===== src/rtl/activation_buffer_arb.sv =====
// Two-port arbiter in front of the banked activation SRAM (narrow lane-group port 1, full-width port 2).
// Latency: requests and writes are issued in the grant cycle; read data returns rdLatency cycles after the grant.
// Backpressure: pN_ready_o is high only when port N is granted; read returns are pulses and cannot be stalled.
module activation_buffer_arb #(
    parameter int addrWidth   = 18,
    parameter int dataSize    = 8,
    parameter int numBanks    = 32,
    parameter int narrowBanks = 4,
    parameter int rdLatency   = 1,
    parameter int starveLimit = 4
) (
    input  logic                              clk,
    input  logic                              nrst,

    input  logic                              p1_valid_i,
    output logic                              p1_ready_o,
    input  logic                              p1_we_i,
    input  logic [addrWidth-1:0]              p1_addr_i,
    input  logic [narrowBanks*dataSize-1:0]   p1_wdata_i,
    output logic                              p1_rvalid_o,
    output logic [narrowBanks*dataSize-1:0]   p1_rdata_o,

    input  logic                              p2_valid_i,
    output logic                              p2_ready_o,
    input  logic                              p2_we_i,
    input  logic [addrWidth-1:0]              p2_addr_i,
    input  logic [numBanks*dataSize-1:0]      p2_wdata_i,
    output logic                              p2_rvalid_o,
    output logic [numBanks*dataSize-1:0]      p2_rdata_o,

    output logic [addrWidth-1:0]              sram_addr_o,
    output logic                              sram_wr_en_o,
    output logic [numBanks-1:0]               sram_bank_mask_o,
    output logic [numBanks*dataSize-1:0]      sram_wr_data_o,
    input  logic [numBanks*dataSize-1:0]      sram_rd_data_i
);

    localparam int W1    = narrowBanks * dataSize;
    localparam int W2    = numBanks * dataSize;
    localparam int G     = numBanks / narrowBanks;
    localparam int gBits = $clog2(G);
    localparam int CntW  = $clog2(starveLimit + 1);

    // Bank enables for a narrow access to lane group 0; shifted up to the addressed group.
    localparam logic [numBanks-1:0] NARROW_MASK = {{(numBanks - narrowBanks){1'b0}}, {narrowBanks{1'b1}}};

    // Tag carried alongside each granted read until its data comes back.
    typedef struct packed {
        logic             vld;
        logic             port;   // 0 = port 1, 1 = port 2
        logic [gBits-1:0] g;      // lane group of a narrow read
    } rd_tag_t;

    // ------------------------------------------------------------------
    // State
    // ------------------------------------------------------------------
    logic            rr_ptr_q, rr_ptr_d;          // 0 = port 1 wins next contested grant
    logic [CntW-1:0] starve_cnt_q, starve_cnt_d;
    rd_tag_t         rd_pipe_q [rdLatency];
    rd_tag_t         rd_pipe_d [rdLatency];
    logic [W1-1:0]   p1_rdata_q, p1_rdata_d;
    logic [W2-1:0]   p2_rdata_q, p2_rdata_d;

    // ------------------------------------------------------------------
    // Request decode
    // ------------------------------------------------------------------
    logic rd1, wr1, rd2, wr2;
    logic any_rd, any_wr;
    logic force_wr, wr_class;
    logic elig1, elig2;
    logic gnt1, gnt2;
    logic wr_granted;
    logic [gBits-1:0] p1_g;

    assign p1_g = p1_addr_i[gBits-1:0];

    // Classify requests, pick the winning class, then round-robin inside it.
    always_comb begin
        rd1      = p1_valid_i & ~p1_we_i;
        wr1      = p1_valid_i &  p1_we_i;
        rd2      = p2_valid_i & ~p2_we_i;
        wr2      = p2_valid_i &  p2_we_i;
        any_rd   = rd1 | rd2;
        any_wr   = wr1 | wr2;
        force_wr = (starve_cnt_q == CntW'(starveLimit));
        // Writes only win when no read is pending or a write has starved long enough.
        wr_class = any_wr & (force_wr | ~any_rd);
        elig1    = wr_class ? wr1 : rd1;
        elig2    = wr_class ? wr2 : rd2;

        gnt1     = 1'b0;
        gnt2     = 1'b0;
        rr_ptr_d = rr_ptr_q;
        // Gate with nrst so nothing is granted while the block is held in reset.
        if (nrst) begin
            if (elig1 && elig2) begin
                if (rr_ptr_q == 1'b0) begin
                    gnt1 = 1'b1;
                end else begin
                    gnt2 = 1'b1;
                end
                rr_ptr_d = ~rr_ptr_q;
            end else if (elig1) begin
                gnt1 = 1'b1;
            end else if (elig2) begin
                gnt2 = 1'b1;
            end
        end
        wr_granted = (gnt1 & p1_we_i) | (gnt2 & p2_we_i);
    end

    // Count cycles a pending write loses; saturate so force_wr holds until a write wins.
    always_comb begin
        starve_cnt_d = starve_cnt_q;
        if (!any_wr || wr_granted) begin
            starve_cnt_d = '0;
        end else if (starve_cnt_q != CntW'(starveLimit)) begin
            starve_cnt_d = starve_cnt_q + CntW'(1);
        end
    end

    // ------------------------------------------------------------------
    // SRAM command
    // ------------------------------------------------------------------
    // Drive the macro from the granted port; all-zero command when idle.
    always_comb begin
        p1_ready_o       = gnt1;
        p2_ready_o       = gnt2;
        sram_addr_o      = '0;
        sram_wr_en_o     = 1'b0;
        sram_bank_mask_o = '0;
        sram_wr_data_o   = '0;
        if (gnt1) begin
            sram_addr_o      = p1_addr_i >> gBits;
            sram_wr_en_o     = p1_we_i;
            sram_bank_mask_o = NARROW_MASK << (int'(p1_g) * narrowBanks);
            if (p1_we_i) begin
                sram_wr_data_o = {{(W2 - W1){1'b0}}, p1_wdata_i} << (int'(p1_g) * W1);
            end
        end else if (gnt2) begin
            sram_addr_o      = p2_addr_i;
            sram_wr_en_o     = p2_we_i;
            sram_bank_mask_o = '1;
            if (p2_we_i) begin
                sram_wr_data_o = p2_wdata_i;
            end
        end
    end

    // ------------------------------------------------------------------
    // Read return pipeline
    // ------------------------------------------------------------------
    // Push a tag per read grant; the last stage lines up with SRAM read data.
    always_comb begin
        rd_pipe_d[0].vld  = (gnt1 & ~p1_we_i) | (gnt2 & ~p2_we_i);
        rd_pipe_d[0].port = gnt2;
        rd_pipe_d[0].g    = gnt1 ? p1_g : '0;
        for (int i = 1; i < rdLatency; i++) begin
            rd_pipe_d[i] = rd_pipe_q[i-1];
        end
    end

    rd_tag_t rd_out;
    assign rd_out = rd_pipe_q[rdLatency-1];

    // Steer returning data to its port; rdata holds its last value between pulses.
    always_comb begin
        p1_rvalid_o = rd_out.vld & ~rd_out.port;
        p2_rvalid_o = rd_out.vld &  rd_out.port;
        p1_rdata_o  = p1_rvalid_o ? sram_rd_data_i[int'(rd_out.g) * W1 +: W1] : p1_rdata_q;
        p2_rdata_o  = p2_rvalid_o ? sram_rd_data_i : p2_rdata_q;
        p1_rdata_d  = p1_rdata_o;
        p2_rdata_d  = p2_rdata_o;
    end

    // State registers; reset drops any reads still in flight.
    always_ff @(posedge clk or negedge nrst) begin
        if (!nrst) begin
            rr_ptr_q     <= 1'b0;
            starve_cnt_q <= '0;
            p1_rdata_q   <= '0;
            p2_rdata_q   <= '0;
            for (int i = 0; i < rdLatency; i++) begin
                rd_pipe_q[i] <= '0;
            end
        end else begin
            rr_ptr_q     <= rr_ptr_d;
            starve_cnt_q <= starve_cnt_d;
            p1_rdata_q   <= p1_rdata_d;
            p2_rdata_q   <= p2_rdata_d;
            for (int i = 0; i < rdLatency; i++) begin
                rd_pipe_q[i] <= rd_pipe_d[i];
            end
        end
    end

endmodule


===== config.mk =====
export PLATFORM = sky130hd
export DESIGN_NAME = activation_buffer_arb
export DESIGN_NICKNAME = d
export VERILOG_FILES = /design/src/rtl/activation_buffer_arb.sv
export SDC_FILE = /design/constraint.sdc
export NUM_CORES = 1
export LEC_CHECK = 0
export ABC_CLOCK_PERIOD_IN_PS = 2500
export BUFFER_PORTS_ARGS = -buffer_cell sky130_fd_sc_hd__buf_2
export CAP_MARGIN = 20
export CELL_PAD_IN_SITES_DETAIL_PLACEMENT = 0
export CELL_PAD_IN_SITES_GLOBAL_PLACEMENT = 1
export CORE_AREA = 2 2 460 462
export CTS_BUF_LIST = sky130_fd_sc_hd__clkbuf_16
export DETAILED_ROUTE_END_ITERATION = 7
export DIE_AREA = 0 0 462 464
export HOLD_SLACK_MARGIN = 0.03
export PLACE_DENSITY = 0.31
export SETUP_SLACK_MARGIN = 0.4
export SLEW_MARGIN = 20
export SYNTH_ARGS = -nofsm -noshare
export SYNTH_HDL_FRONTEND = slang
export SYNTH_SLANG_ARGS = --single-unit

===== constraint.sdc =====
create_clock -name clk -period 2.5 [get_ports clk]
set_input_delay 0.125 -clock clk [delete_from_list [all_inputs] [get_ports clk]]
set_output_delay 0.125 -clock clk [all_outputs]
set_load 0.05 [all_outputs]

### Yosys cells after proc, flatten, opt, wreduce, memory -nomap -nowiden

Cells that the tools add are included.

| word-level totals | value |
|---|---|
| bits in registers | 297 |
| input port bits | 586 |
| logic and storage cells | 65 |
| output and inout port bits | 599 |

| operators by class | value |
|---|---|
| shifts and indexed selects | 3 |
| multiplexer cells | 26 |
| add/sub/neg operators | 1 |
| eq/ne operators | 2 |
| bitwise gates (word level) | 21 |
| reductions and logical operators | 5 |

Operators with widths:

| kind | count |
|---|---|
| $mux 256 | 5 |
| $shiftx 256x9->32 | 1 |
| $shl 32x8->256 | 1 |
| $mux 32 | 3 |
| $mux 18 | 2 |
| $shl 4x5->32 const A | 1 |
| $mux 1 | 13 |
| $and 1x1->1 | 11 |
| $mux 3 | 3 |
| $not 1->1 | 5 |
| $or 1x1->1 | 5 |
| $add 3x1->3 const B | 1 |
| $eq 3x3->1 const B | 1 |
| $ne 3x3->1 const B | 1 |
| $reduce_and 2->1 | 1 |
| $reduce_bool 2->1 | 1 |
| $logic_and 1x1->1 | 1 |
| $logic_not 1->1 | 1 |
| $logic_or 1x1->1 | 1 |

### Depth between registers and ports, before layout

| logic depth | value |
|---|---|
| depth in word-level cells | 15 |
| depth in mapped cells | 10 |
| mapped depth without buffers | 6 |

### Least setup slack after synthesis

No wires, ideal clock.

| timing path | value |
|---|---|
| kind | register to output |
| start | register starve_cnt_q[0] |
| end | output port sram_addr_o[10] |
| required time | 2375 ps |
| buffers on the path | 3 |
| stages on the path, launching flop included | 10 |
| arrival time | 2550 ps |
| path slack | -175 ps |
| cell sequence | dfrtp_1 inv_1 ha_1 and2_1 clkbuf_2 a211oi_1 o31a_1 buf_2 buf_1 a22o_1 |

| on the way | value |
|---|---|
| elaborated cells between the ends (all ways) | 15 |
| those cells by class | eq/ne: 1; mux: 11; bitwise: 2; reduce/logical: 1 |

RTL lines:

| element | RTL line | text |
|---|---|---|
| start, declared | 58 | `logic [CntW-1:0] starve_cnt_q, starve_cnt_d;` |
| start signal, assigned | 188 | `starve_cnt_q <= starve_cnt_d;` |
| $eq 3x3->1 (*) | 85 | `force_wr = (starve_cnt_q == CntW'(starveLimit));` |
| $or 1x1->1 (*) | 87 | `wr_class = any_wr & (force_wr \| ~any_rd);` |
| $and 1x1->1 (*) | 87 |  |
| $mux 1 (on tied branches) | 88, 89 |  |
| $mux 1 or $logic_and 1x1->1 (tied branches) | 103, 96 |  |
| $mux 1 (*) | 96 | `if (elig1 && elig2) begin` |
| $mux 1 (*) | 95 | `if (nrst) begin` |
| net p1_ready_o | 16 | `output logic p1_ready_o,` |
| $mux 18 (*) | 133 | `if (gnt1) begin` |
| end, declared | 31 | `output logic [addrWidth-1:0] sram_addr_o,` |

Mark *: on every way through the listed nets, which the timed path passes. The rest lies on a longest branch.

### Worst setup path in the final report

| timing path | value |
|---|---|
| start | register starve_cnt_q[0] |
| end | output port sram_wr_data_o[26] |

| on the way | value |
|---|---|
| cells in the longest elaborated chain, start to end | 10 |
| elaborated cells between the ends (all ways) | 15 |
| those cells by class | eq/ne: 1; mux: 11; bitwise: 2; reduce/logical: 1 |

Ends and longest elaborated chain:

| element | RTL line | text |
|---|---|---|
| $eq 3x3->1 (*) | 85 |  |
| $or 1x1->1 (*) | 87 |  |
| $and 1x1->1 (*) | 87 |  |
| $mux 1 | 89 | `elig2 = wr_class ? wr2 : rd2;` |
| $mux 1 | 105 | `end else if (elig2) begin` |
| $mux 1 | 103 | `end else if (elig1) begin` |
| $mux 1 | 96 |  |
| $mux 1 | 95 |  |
| $mux 256 | 140 | `end else if (gnt2) begin` |
| $mux 256 (*) | 133 |  |
| end, declared | 34 | `output logic [numBanks*dataSize-1:0] sram_wr_data_o,` |

Mark *: on every way between the ends. The rest lies on a longest branch, timed or not.

==> flow_summary_export.csv <==
group,metric,value,unit
run_status,outcome,"finished with violations",
run_status,violations,"negative setup slack",
placed_design,dp.cells,5251,
global_routing,grt_remaining_overflow,0,
timing,finClkSkew,0.0258,ns
synthesis,yosys-top-cells-area,"dfrtp_1 44%, mux2_2 17%, a32o_1 14%",
synthesis,synth.ff_latch_count,297,
timing,layout_setup_ws,-0.458,ns
setup_path,timing.rr.start,"starve_cnt_q[0]$_DFFE_PN0P_",
worst_hold_path,hold_start,"p2_valid_i",
setup_path,crit_required,2.38,ns
timing,rsz0062_at_grt,"true",
clocking,h-tree-depth,2,
global_routing,grt_pass1_wl,210000,µm
setup_path,cpPeakStageDelay,0.43,ns
setup_path,cp_max_fo,7,
clocking,insertion_delay,0.61,ns
clocking,clockRootBuffer,"clkbuf_16",
power,total_power,33.4,mW
clocking,path_clk_slew,0.05,ns
timing,max-slew-margin-rel,34.8,%
floorplanning,row_count,168,
cells_and_area,drive_gt1_share,74.4,%
synthesis,yosysWarnings,0,
setup_path,worstPathArrival,2.83,ns
cells_and_area,fin_cells,5812,
timing,tightest_slew,0.978,ns
detailed_routing,via_per_inst,3.48,
power,cellLeakagePower,18.4,nW
detailed_routing,final_antenna_net_count,0,
clocking,cts.sinks,297,
clocking,cts_tree,"yes",
clocking,clockBufferDepth,3,
synthesis,synthArstFlopShare,100,%
cells_and_area,final_nets,3521,
synthesis,syn-num-nets,1913,
setup_path,crit_chain,"inv_2 -> ha_4 -> and2_4 -> a211oi_4 -> or3_4 -> buf_12 -> buf_16 -> buf_16 -> a32o_2 -> buf_12",
setup_path,crit_path_start_kind,"flop",
timing,hold_viol,0,
power,max-vdd-ir-drop,520,µV
synthesis,synth.top_cell.area_share,43.7,%
power,p_per_area,839,mW/mm²
synthesis,syn_inst,1325,
cells_and_area,fillers,23092,
cells_and_area,syn2layout_area_growth,134,%
job,drv_cap,0,
floorplanning,die_area,0.214,mm²
synthesis,ys_types,44,
timing,tns,-114.83,ns
timing,min_period,2.96,ns
placed_design,gp_congestion,0.874,
cells_and_area,layout_common_cells,"776 x buf_2, 293 x dfrtp_1, 263 x dlygate4sd3_1",
setup_path,critical_path_buf_inv_count,5,
synthesis,netlist_area,0.0170,mm²
timing,max_freq,338,MHz
synthesis,ys_seq_area_share,43.7,%
cells_and_area,postLayoutCellArea,0.0398,mm²
global_routing,grt_pass1_vias,21418,
worst_hold_path,hold_path_class,"input port to flop",
setup_path,end_kind,"output pin",
placed_design,dp_hpwl,130000,µm
setup_path,critPathKind,"flop to output pin",
floorplanning,io_pins,1185,
setup_path,startpoint,"starve_cnt_q[0]$_DFFE_PN0P_",
floorplanning,die_x,462,µm
global_routing,grt_max_degree,132,
synthesis,syn_area_per_cell,12.8,µm²
floorplanning,die_h,464,µm
detailed_routing,drc,0,
detailed_routing,wl_per_cell,29.0,µm
detailed_routing,drt_iter0_markers,963,
timing,hold-worst-slack,0.152,ns
detailed_routing,vias,20214,
global_routing,track_usage,14.5,%
synthesis,synth_edf_count,0,
global_routing,grt_antenna_before_repair,79,
placed_design,placed_area,0.0298,mm²
clocking,cts-buffers-inserted,46,
timing,finalMaxSlewViolations,0,
detailed_routing,drt_wl_total,169000,µm
synthesis,synth_flop_cell,"dfrtp_1",
timing,layout_worst_path_cycle_share,118,%
floorplanning,core,0.209,mm²
placed_design,numPortBuffers,1184,
cells_and_area,final_common_cell,"buf_2",
setup_path,cpLargestDelayFamily,"buffers and inverters",
floorplanning,floorplan.initialDensity,8.13,%
timing,setup_viol_count_final,336,
synthesis,synth_largest_area_cell,"dfrtp_1",
detailed_routing,dr.pass1.iters,5,
setup_path,slowest_stage,"or3_4",
## routing by layer
metal  vias up  share of wire, %  track usage [%]
met5         -              0.17                0
met1     10134                34             14.2
met4        46               6.1             7.98
met2      1066                53             27.1
li1       8632                 -                -
met3       336               7.1             4.07
## sequential cells by signal, summed over array words and instances (netlist names)
name and count:
p1_rdata_q 32, p2_rdata_q 256, rd_out 5, rr_ptr_q 1
starve_cnt_q 3
## Yosys cell counts (3+ instances only)
master / count
o2bb2ai_1: 20
buf_4: 24
and3_1: 65
o21ai_0: 32
inv_1: 7
nand2b_1: 3
a22o_1: 16
a32o_1: 236
nor2_1: 5
a31o_2: 8
buf_8: 11
buf_2: 42
and2_1: 10
mux4_2: 64
or3_1: 3
nor3_1: 3
mux2_2: 256
buf_6: 9
dfrtp_1: 297
nand2_1: 61
mux2i_1: 32
buf_1: 13
clkbuf_1: 83
## final timing paths
check / end / slack, ns / cells past startpoint
worst min-delay path: starve_cnt_q[0]$_DFFE_PN0P_ / 0.15 / 5
max in group asynchronous: p1_rdata_q[4]$_DFF_PN0_ / 0.80 / 4
worst max-delay path: sram_wr_data_o[26] / -0.46 / 10
min in group asynchronous: starve_cnt_q[1]$_DFFE_PN0P_ / 0.51 / 3
worst max register to register: rd_out[0]$_DFF_PN0_ / 0.11 / 10
worst min register to register: p1_rdata_q[4]$_DFF_PN0_ / 0.46 / 2
## cell type report
cell class                      count  area (µm²)  area share (%)
Timing Repair Buffer             1742       17500            44.0
Multi-Input combinational cell    839        9790            24.6
Sequential cell                   297        7440            18.7
Tap cell                         2805        3510            8.82
Clock buffer                       47        1180            2.95
Clock inverter                     32         255           0.641
Antenna cell                       43         108           0.270
Inverter                            7        26.3          0.0660
## worst register-to-register path, delay by kind of cell, from the launching register on
family,cells,cell delay (ns)
compound gates,2,0.22
fa+ha+maj,1,0.12
buf+inv,5,0.70
flops,1,0.39
simple gates,2,0.76
## timing repair
item                                    in CTS  in global routing
resized for setup                          366                550
cloned                                      29                 47
hold buffers                               264                  1
endpoints found under the setup margin     601                606
pin swaps                                   26                 36
setup buffers                               47                 51
endpoints found under the hold margin      337                  4
## power breakdown
| part | switching, mW | internal (mW) | total [mW] |
|---|---|---|---|
| Sequential | 0.482 | 6.70 | 7.18 |
| Combinational | 13.1 | 6.82 | 19.9 |
| Clock | 2.61 | 3.70 | 6.32 |
| Total | 16.2 | 17.2 | 33.4 |
## stage by stage
| step | util, % | setup slack [ns] |
|---|---|---|
| CTS | 17.4 | -0.548 |
| finish | 19.0 | -0.458 |
| floorplan | - | 0.278 |
| global route | 19.0 | -0.565 |
| detailed placement | 14.2 | -0.0171 |
| global placement | 14.2 | -0.0275 |
## cells by family after synthesis
group           synth area share, %
mux                            27.3
flops                          43.7
fa+ha+maj                     0.147
simple gates                   4.86
xor+xnor                      0.103
compound gates                 17.7
buf+inv                        6.16
No activity file was read; power rests on OpenSTA's default activity.
